--- src/rtl/serial_byte_loader.sv ---
// Serial-to-parallel word loader with valid/ready output handshake.
// Optional even-parity trailer bit enabled by SERIAL_BYTE_LOADER_PARITY_CHECK_EN.
module serial_byte_loader #(
  parameter int unsigned WIDTH     = 8,
  parameter bit          MSB_FIRST = 1'b0
) (
  input  logic             clk_i,
  input  logic             rst_ni,
  input  logic             start_i,
  input  logic             ser_in_i,
  input  logic             ser_valid_i,
  output logic [WIDTH-1:0] byte_out_o,
  output logic             byte_valid_o,
  input  logic             byte_ready_i,
  output logic             busy_o,
  output logic             overrun_o,
  output logic             parity_err_o
);

  localparam int unsigned CntW = $clog2(WIDTH) + 1;
  localparam logic [CntW-1:0] LastCnt = CntW'(WIDTH - 1);

`ifdef SERIAL_BYTE_LOADER_PARITY_CHECK_EN
  typedef enum logic [1:0] {StIdle, StShift, StParity, StHold} state_e;
`else
  typedef enum logic [1:0] {StIdle, StShift, StHold} state_e;
`endif

  state_e           state_q, state_d;
  logic [CntW-1:0]  cnt_q, cnt_d;
  logic [WIDTH-1:0] shift_q, shift_d;
  logic [WIDTH-1:0] byte_out_q, byte_out_d;
  logic             byte_valid_q, byte_valid_d;
  logic             overrun_q, overrun_d;
  logic [WIDTH-1:0] shift_in;

`ifdef SERIAL_BYTE_LOADER_PARITY_CHECK_EN
  logic parity_err_q, parity_err_d;
`endif

  // After WIDTH shifts the first bit sits at bit 0 (LSB-first) or bit WIDTH-1 (MSB-first).
  always_comb begin
    if (MSB_FIRST) begin
      shift_in = {shift_q[WIDTH-2:0], ser_in_i};
    end else begin
      shift_in = {ser_in_i, shift_q[WIDTH-1:1]};
    end
  end

  always_comb begin
    state_d      = state_q;
    cnt_d        = cnt_q;
    shift_d      = shift_q;
    byte_out_d   = byte_out_q;
    byte_valid_d = byte_valid_q;
    overrun_d    = overrun_q;
`ifdef SERIAL_BYTE_LOADER_PARITY_CHECK_EN
    parity_err_d = parity_err_q;
`endif

    unique case (state_q)
      StIdle: begin
        if (start_i) begin
          state_d = StShift;
          cnt_d   = '0;
          shift_d = '0;
        end
      end

      StShift: begin
        if (start_i) begin
          cnt_d   = '0;
          shift_d = '0;
        end else if (ser_valid_i) begin
          shift_d = shift_in;
          if (cnt_q == LastCnt) begin
            cnt_d = '0;
`ifdef SERIAL_BYTE_LOADER_PARITY_CHECK_EN
            state_d = StParity;
`else
            byte_out_d   = shift_in;
            byte_valid_d = 1'b1;
            state_d      = StHold;
`endif
          end else begin
            cnt_d = cnt_q + 1'b1;
          end
        end
      end

`ifdef SERIAL_BYTE_LOADER_PARITY_CHECK_EN
      StParity: begin
        if (start_i) begin
          state_d = StShift;
          cnt_d   = '0;
          shift_d = '0;
        end else if (ser_valid_i) begin
          byte_out_d   = shift_q;
          byte_valid_d = 1'b1;
          parity_err_d = (^shift_q) ^ ser_in_i;
          state_d      = StHold;
        end
      end
`endif

      StHold: begin
        if (byte_ready_i) begin
          byte_valid_d = 1'b0;
          cnt_d        = '0;
          shift_d      = '0;
          state_d      = start_i ? StShift : StIdle;
        end else if (start_i) begin
          overrun_d = 1'b1;
        end
      end

      default: state_d = StIdle;
    endcase
  end

  always_ff @(posedge clk_i or negedge rst_ni) begin
    if (!rst_ni) begin
      state_q      <= StIdle;
      cnt_q        <= '0;
      shift_q      <= '0;
      byte_out_q   <= '0;
      byte_valid_q <= 1'b0;
      overrun_q    <= 1'b0;
    end else begin
      state_q      <= state_d;
      cnt_q        <= cnt_d;
      shift_q      <= shift_d;
      byte_out_q   <= byte_out_d;
      byte_valid_q <= byte_valid_d;
      overrun_q    <= overrun_d;
    end
  end

`ifdef SERIAL_BYTE_LOADER_PARITY_CHECK_EN
  always_ff @(posedge clk_i or negedge rst_ni) begin
    if (!rst_ni) begin
      parity_err_q <= 1'b0;
    end else begin
      parity_err_q <= parity_err_d;
    end
  end

  assign parity_err_o = parity_err_q;
  assign busy_o       = (state_q == StShift) || (state_q == StParity);
`else
  assign parity_err_o = 1'b0;
  assign busy_o       = (state_q == StShift);
`endif

  assign byte_out_o   = byte_out_q;
  assign byte_valid_o = byte_valid_q;
  assign overrun_o    = overrun_q;

endmodule

--- config.mk ---
export PLATFORM = sky130hd
export DESIGN_NAME = serial_byte_loader
export DESIGN_NICKNAME = d
export VERILOG_FILES = /design/src/rtl/serial_byte_loader.sv
export SDC_FILE = /design/constraint.sdc
export NUM_CORES = 1
export LEC_CHECK = 0
export ABC_AREA = 1
export BUFFER_PORTS_ARGS = -buffer_cell sky130_fd_sc_hd__buf_2
export CORE_UTILIZATION = 57
export CTS_BUF_LIST = sky130_fd_sc_hd__clkbuf_16
export CTS_CLUSTER_SIZE = 28
export DETAILED_ROUTE_END_ITERATION = 12
export GPL_TIMING_DRIVEN = 1
export PLACE_DENSITY_LB_ADDON = 0.12
export SYNTH_ARGS = -nofsm -noshare
export SYNTH_HDL_FRONTEND = slang
export SYNTH_SLANG_ARGS = --single-unit
--- constraint.sdc ---
create_clock -name clk_i -period 2.8 [get_ports clk_i]
set_input_delay 0.28 -clock clk_i [delete_from_list [all_inputs] [get_ports clk_i]]
set_output_delay 0.28 -clock clk_i [all_outputs]
set_load 0.03 [all_outputs]
Word-level counts from Yosys, hierarchy flattened

Index checks and enable logic that the tools add are counted.

Word-level logic and storage cells: 49
Input bits: 6
Bits in registers: 24
Output and inout port bits: 12

Bitwise operators: 2
Equality and inequality tests: 9
Reduce and logical (&&, ||, !) cells: 8
$add $sub $neg: 1
Multiplexer cells: 23

Operators by type and width:

| cell                | number |
|---|---|
| $mux 8              | 4 |
| $pmux 8 s3          | 1 |
| $mux 4              | 5 |
| $pmux 4 s3          | 1 |
| $mux 2              | 5 |
| $reduce_and 5->1    | 2 |
| $ne 2x2->1 const B  | 4 |
| $reduce_and 4->1    | 2 |
| $pmux 2 s3          | 1 |
| $mux 1              | 5 |
| $add 4x1->4 const B | 1 |
| $eq 4x3->1 const B  | 1 |
| $ne 3x3->1 const B  | 1 |
| $reduce_and 3->1    | 1 |
| $reduce_bool 3->1   | 1 |
| $eq 2x1->1 const B  | 1 |
| $eq 2x2->1 const B  | 1 |
| $logic_not 2->1     | 1 |
| $ne 2x1->1 const B  | 1 |
| $not 1->1           | 2 |
| $pmux 1 s2          | 1 |
| $reduce_bool 2->1   | 1 |

Logic depth before layout (Yosys ltp)

Word-level depth: 5
Mapped depth: 7
Gate-level depth less buffers: 7

Worst setup path after synthesis

OpenSTA, ideal clock, no wires.

Path kind: reg2reg
From: reg state_q[1]
To: reg byte_out_q[0] (netlist: byte_out_o[0])
Buffers on the path: 2
Data required time: 2.726 ns
Setup time: 0.074 ns
Arrival time: 1.459 ns
Setup slack: 1.267 ns
Period minus slack after synthesis: 1.533 ns
Cell stages (with the launch flop): 7
Cells stage by stage: dfrtp_1 nor2_4 nand3_4 or2_1 buf_6 buf_12 o21ai_2

Word-level cells in the longest chain between the ends: 2

RTL lines:

| item                              | line | RTL |
|---|---|---|
| from (decl)                       | 29   | `state_e state_q, state_d;` |
| from (signal assigned)            | 123  | `state_q <= StIdle;` |
| from (signal assigned)            | 130  | `state_q <= state_d;` |
| $eq 2x1->1                        | -    |  |
| net busy_o                        | 15   | `output logic busy_o,` |
| $reduce_and 4->1 (no source line) | -    |  |
| to (signal assigned)              | 133  | `byte_out_q <= byte_out_d;` |
| to (decl)                         | 32   | `logic [WIDTH-1:0] byte_out_q, byte_out_d;` |

The timed path passes the listed nets, and every way through them passes these cells.
A chain may end at the register's enable or synchronous reset.

Worst setup path in the final report

From: reg cnt_q[0]
To: reg byte_out_q[6] (netlist: byte_out_o[6])

Word-level cells in the longest chain between the ends: 2

RTL lines:

| item                              | line | RTL |
|---|---|---|
| from (decl)                       | 30   | `logic [CntW-1:0] cnt_q, cnt_d;` |
| from (signal assigned)            | 131  | `cnt_q <= cnt_d;` |
| $eq 4x3->1                        | 76   | `if (cnt_q == LastCnt) begin` |
| $reduce_and 4->1 (no source line) | -    |  |

Every way passes these cells.

==> impl_metrics.json <==
{
  "cts.repair.resized": 0,
  "postCtsSetupRepairBufs": 0,
  "final_layout_size_suffix_gt1_share_pct": 26.4,
  "syn-cell-area_um2": 1040,
  "n_fill_cell": 151,
  "cts_root_buf": "sky130_fd_sc_hd__clkbuf_16",
  "power-per-cell-area_nw_per_um2": 680,
  "layout_commonest_cell": "sky130_fd_sc_hd__dfrtp_1",
  "total_negative_setup_slacks_ps": 0,
  "dp_cells": 145,
  "cell_variety_after_synth": 21,
  "layout_common_cells": "23 x sky130_fd_sc_hd__dfrtp_1, 20 x sky130_fd_sc_hd__nand2_1, 16 x sky130_fd_sc_hd__buf_2",
  "synth.avg_cell_area_um2": 9.75,
  "horiz_die_dim_um": 44.8,
  "dp.final_hpwl_um": 1250,
  "clk_pin_slew_worst_paths_ps": 60,
  "antenna_found_initial": 0,
  "vias": 783,
  "layout-area-overhead-vs-synth_pct": 15.8,
  "cts_max_path_buffers": 2,
  "netlist.area_leader.share_pct": 55.2,
  "drt_first_pass_iters": 5,
  "ys_seq_area_share_pct": 55.2,
  "postPlaceCellArea_um2": 1120,
  "total_nets_final": 133,
  "htree_num_levels": 1,
  "max_clock_freq_mhz": 595,
  "post_synth_inst_count": 107,
  "footprint_of_the_multi_input_gates_um2": 373,
  "design.core.area_um2": 1730,
  "placement.setup.worst_slack_ps": 1110,
  "fin_total_pwr_mw": 0.822,
  "placement_rows": 15,
  "finalCritPeriodShare_pct": 60.0,
  "yosysWarningCount": 0,
  "rsz0062_at_grt": "false",
  "globalRoute.totalOverflow": 0,
  "grt_start_max_net_pins": 24,
  "cts-buffers-inserted": 3,
  "critical_path_arrival_ps": 1860,
  "clock_skew_ps": 4.06,
  "initial_utilization_pct": 60.4,
  "relSlewSlack_pct": 52.4,
  "fin_area_um2": 1210,
  "max_cap_viols": 0,
  "seqCellArea_um2": 576,
  "io_pins": 18,
  "design.die.area_um2": 2010,
  "port-buffer-count": 16,
  "timing_worst_slew_pin_value_ps": 714,
  "run_status": "finished clean",
  "routed_wl_um": 1810,
  "setup_viol": 0,
  "min_path_type": "in -> reg",
  "crit_required_ps": 2980,
  "drtIter0Drc": 11,
  "synth.net_count": 114,
  "cts_hold_repair.buffers": 1,
  "final-max-slew-violation-count": 0,
  "wl_per_cell_um": 12.1,
  "cp-end-kind": "register",
  "number_of_global_route_vias_before_repair": 721,
  "grt_first_pass_wirelength_um": 3060,
  "crit_path_start_kind": "register",
  "number_of_routed_nets_with_antenna_violations": 0,
  "post-route-drc-count": 0,
  "final_period_minus_worst_setup_slack_ps": 1680,
  "clock_sinks": 23,
  "post-synth-top-area-cell": "sky130_fd_sc_hd__dfrtp_1",
  "ys_seq_elements": 23,
  "worstSetupPathType": "reg -> reg",
  "leakage_power_total_nw": 0.608,
  "synth_top_area_cells": "sky130_fd_sc_hd__dfrtp_1 55%, sky130_fd_sc_hd__nand2_1 7.2%, sky130_fd_sc_hd__o21ai_2 6.7%",
  "path_max_fanout": 18,
  "antenna-diode-count": 0,
  "ir_drop_mv": 0.525,
  "insertion_delay_ps": 260,
  "stdcell_count": 150,
  "fp.dieH_um": 44.8,
  "hold_viol": 0,
  "cts_tree": "done",
  "grt_usage_pct": 21.9,
  "vias_per_cell": 5.22,
  "finalWeightedCongestion": 0.779,
  "post-route-worst-setup-slack_ps": 1120
}
## final cells by class
type / instances / area share, %
repair buffers: 17 / 7.45
inverters: 15 / 4.66
multi-input cells: 66 / 30.8
well taps: 25 / 2.59
clock inverters: 1 / 0.621
flip-flops and latches: 23 / 47.6
clock buffers: 3 / 6.21
## critical path: stages (launching register included)
cell and delay, ps:
sky130_fd_sc_hd__dfrtp_1 410, sky130_fd_sc_hd__ha_1 240, sky130_fd_sc_hd__nand3_1 140, sky130_fd_sc_hd__or2_1 590, sky130_fd_sc_hd__nand2_1 130, sky130_fd_sc_hd__o21ai_2 90
## cell families after synthesis
family | count (synthesis) | synth area share [%]
AOI/OAI and AO/OA | 26 | 16.4
adders and majority gates | 1 | 1.20
buffers and inverters | 18 | 9.11
DFF | 23 | 55.2
other | 1 | 0.359
and+or+nand+nor | 38 | 17.7
## registers in the layout (all words and copies together) (netlist names)
register / flops
byte_out_o: 8
shift_q: 7
cnt_q: 4
state_q: 2
byte_valid_o: 1
overrun_o: 1
## synthesized netlist by cell type
cell type and number:
sky130_fd_sc_hd__nor2_2 1, sky130_fd_sc_hd__o21ai_0 10, sky130_fd_sc_hd__nor2_4 1, sky130_fd_sc_hd__nand3_4 1, sky130_fd_sc_hd__inv_2 1, sky130_fd_sc_hd__or2_1 1
sky130_fd_sc_hd__buf_12 1, sky130_fd_sc_hd__nand4_1 2, sky130_fd_sc_hd__nor2_1 4, sky130_fd_sc_hd__inv_1 14, sky130_fd_sc_hd__ha_1 1, sky130_fd_sc_hd__o22ai_1 7
sky130_fd_sc_hd__nand2_1 20, sky130_fd_sc_hd__o21bai_1 1, sky130_fd_sc_hd__or2_2 1, sky130_fd_sc_hd__conb_1 1, sky130_fd_sc_hd__nand3_1 7, sky130_fd_sc_hd__buf_4 1
sky130_fd_sc_hd__buf_6 1, sky130_fd_sc_hd__dfrtp_1 23, sky130_fd_sc_hd__o21ai_2 8
## power by group
| part | internal (mW) | switching (mW) | leakage (nW) |
|---|---|---|---|
| combinational | 0.0427 | 0.109 | 0.252 |
| clock | 0.193 | 0.114 | 0.0371 |
| sequential | 0.349 | 0.0139 | 0.319 |
| total | 0.585 | 0.237 | 0.608 |
## stage by stage
| stage | utilization [%] | hold WS (ps) |
|---|---|---|
| 3_5_place_dp | 64.6 | 275 |
| 6_report | 70.0 | 286 |
| 2_1_floorplan | - | -15.6 |
| 3_3_place_gp | 64.6 | 273 |
| 4_1_cts | 70.0 | 288 |
| 5_1_grt | 70.0 | 307 |
## final timing paths
check / from / to / slack (ps) / depth (start not counted)
setup / recovery: cnt_q[0]$_DFFE_PN0P_ / byte_out_o[6]$_DFFE_PN0P_ / 1120 / 5
setup reg to reg: cnt_q[0]$_DFFE_PN0P_ / byte_out_o[6]$_DFFE_PN0P_ / 1120 / 5
hold / removal: ser_in_i / byte_out_o[7]$_DFFE_PN0P_ / 290 / 3
hold reg to reg: overrun_o$_DFFE_PN0P_ / overrun_o$_DFFE_PN0P_ / 480 / 1
min in group asynchronous: rst_ni / shift_q[2]$_DFFE_PN0P_ / 530 / 2
max in group asynchronous: rst_ni / overrun_o$_DFFE_PN0P_ / 1930 / 2
## routing by layer
metal | track usage (%) | part of all wire [%]
met1 | 27.5 | 47
met4 | 9.09 | 2.2
met3 | 4.80 | 3.4
met2 | 36.8 | 47
met5 | 0 | 0
Note: power is estimated with default switching activity, not from simulation.
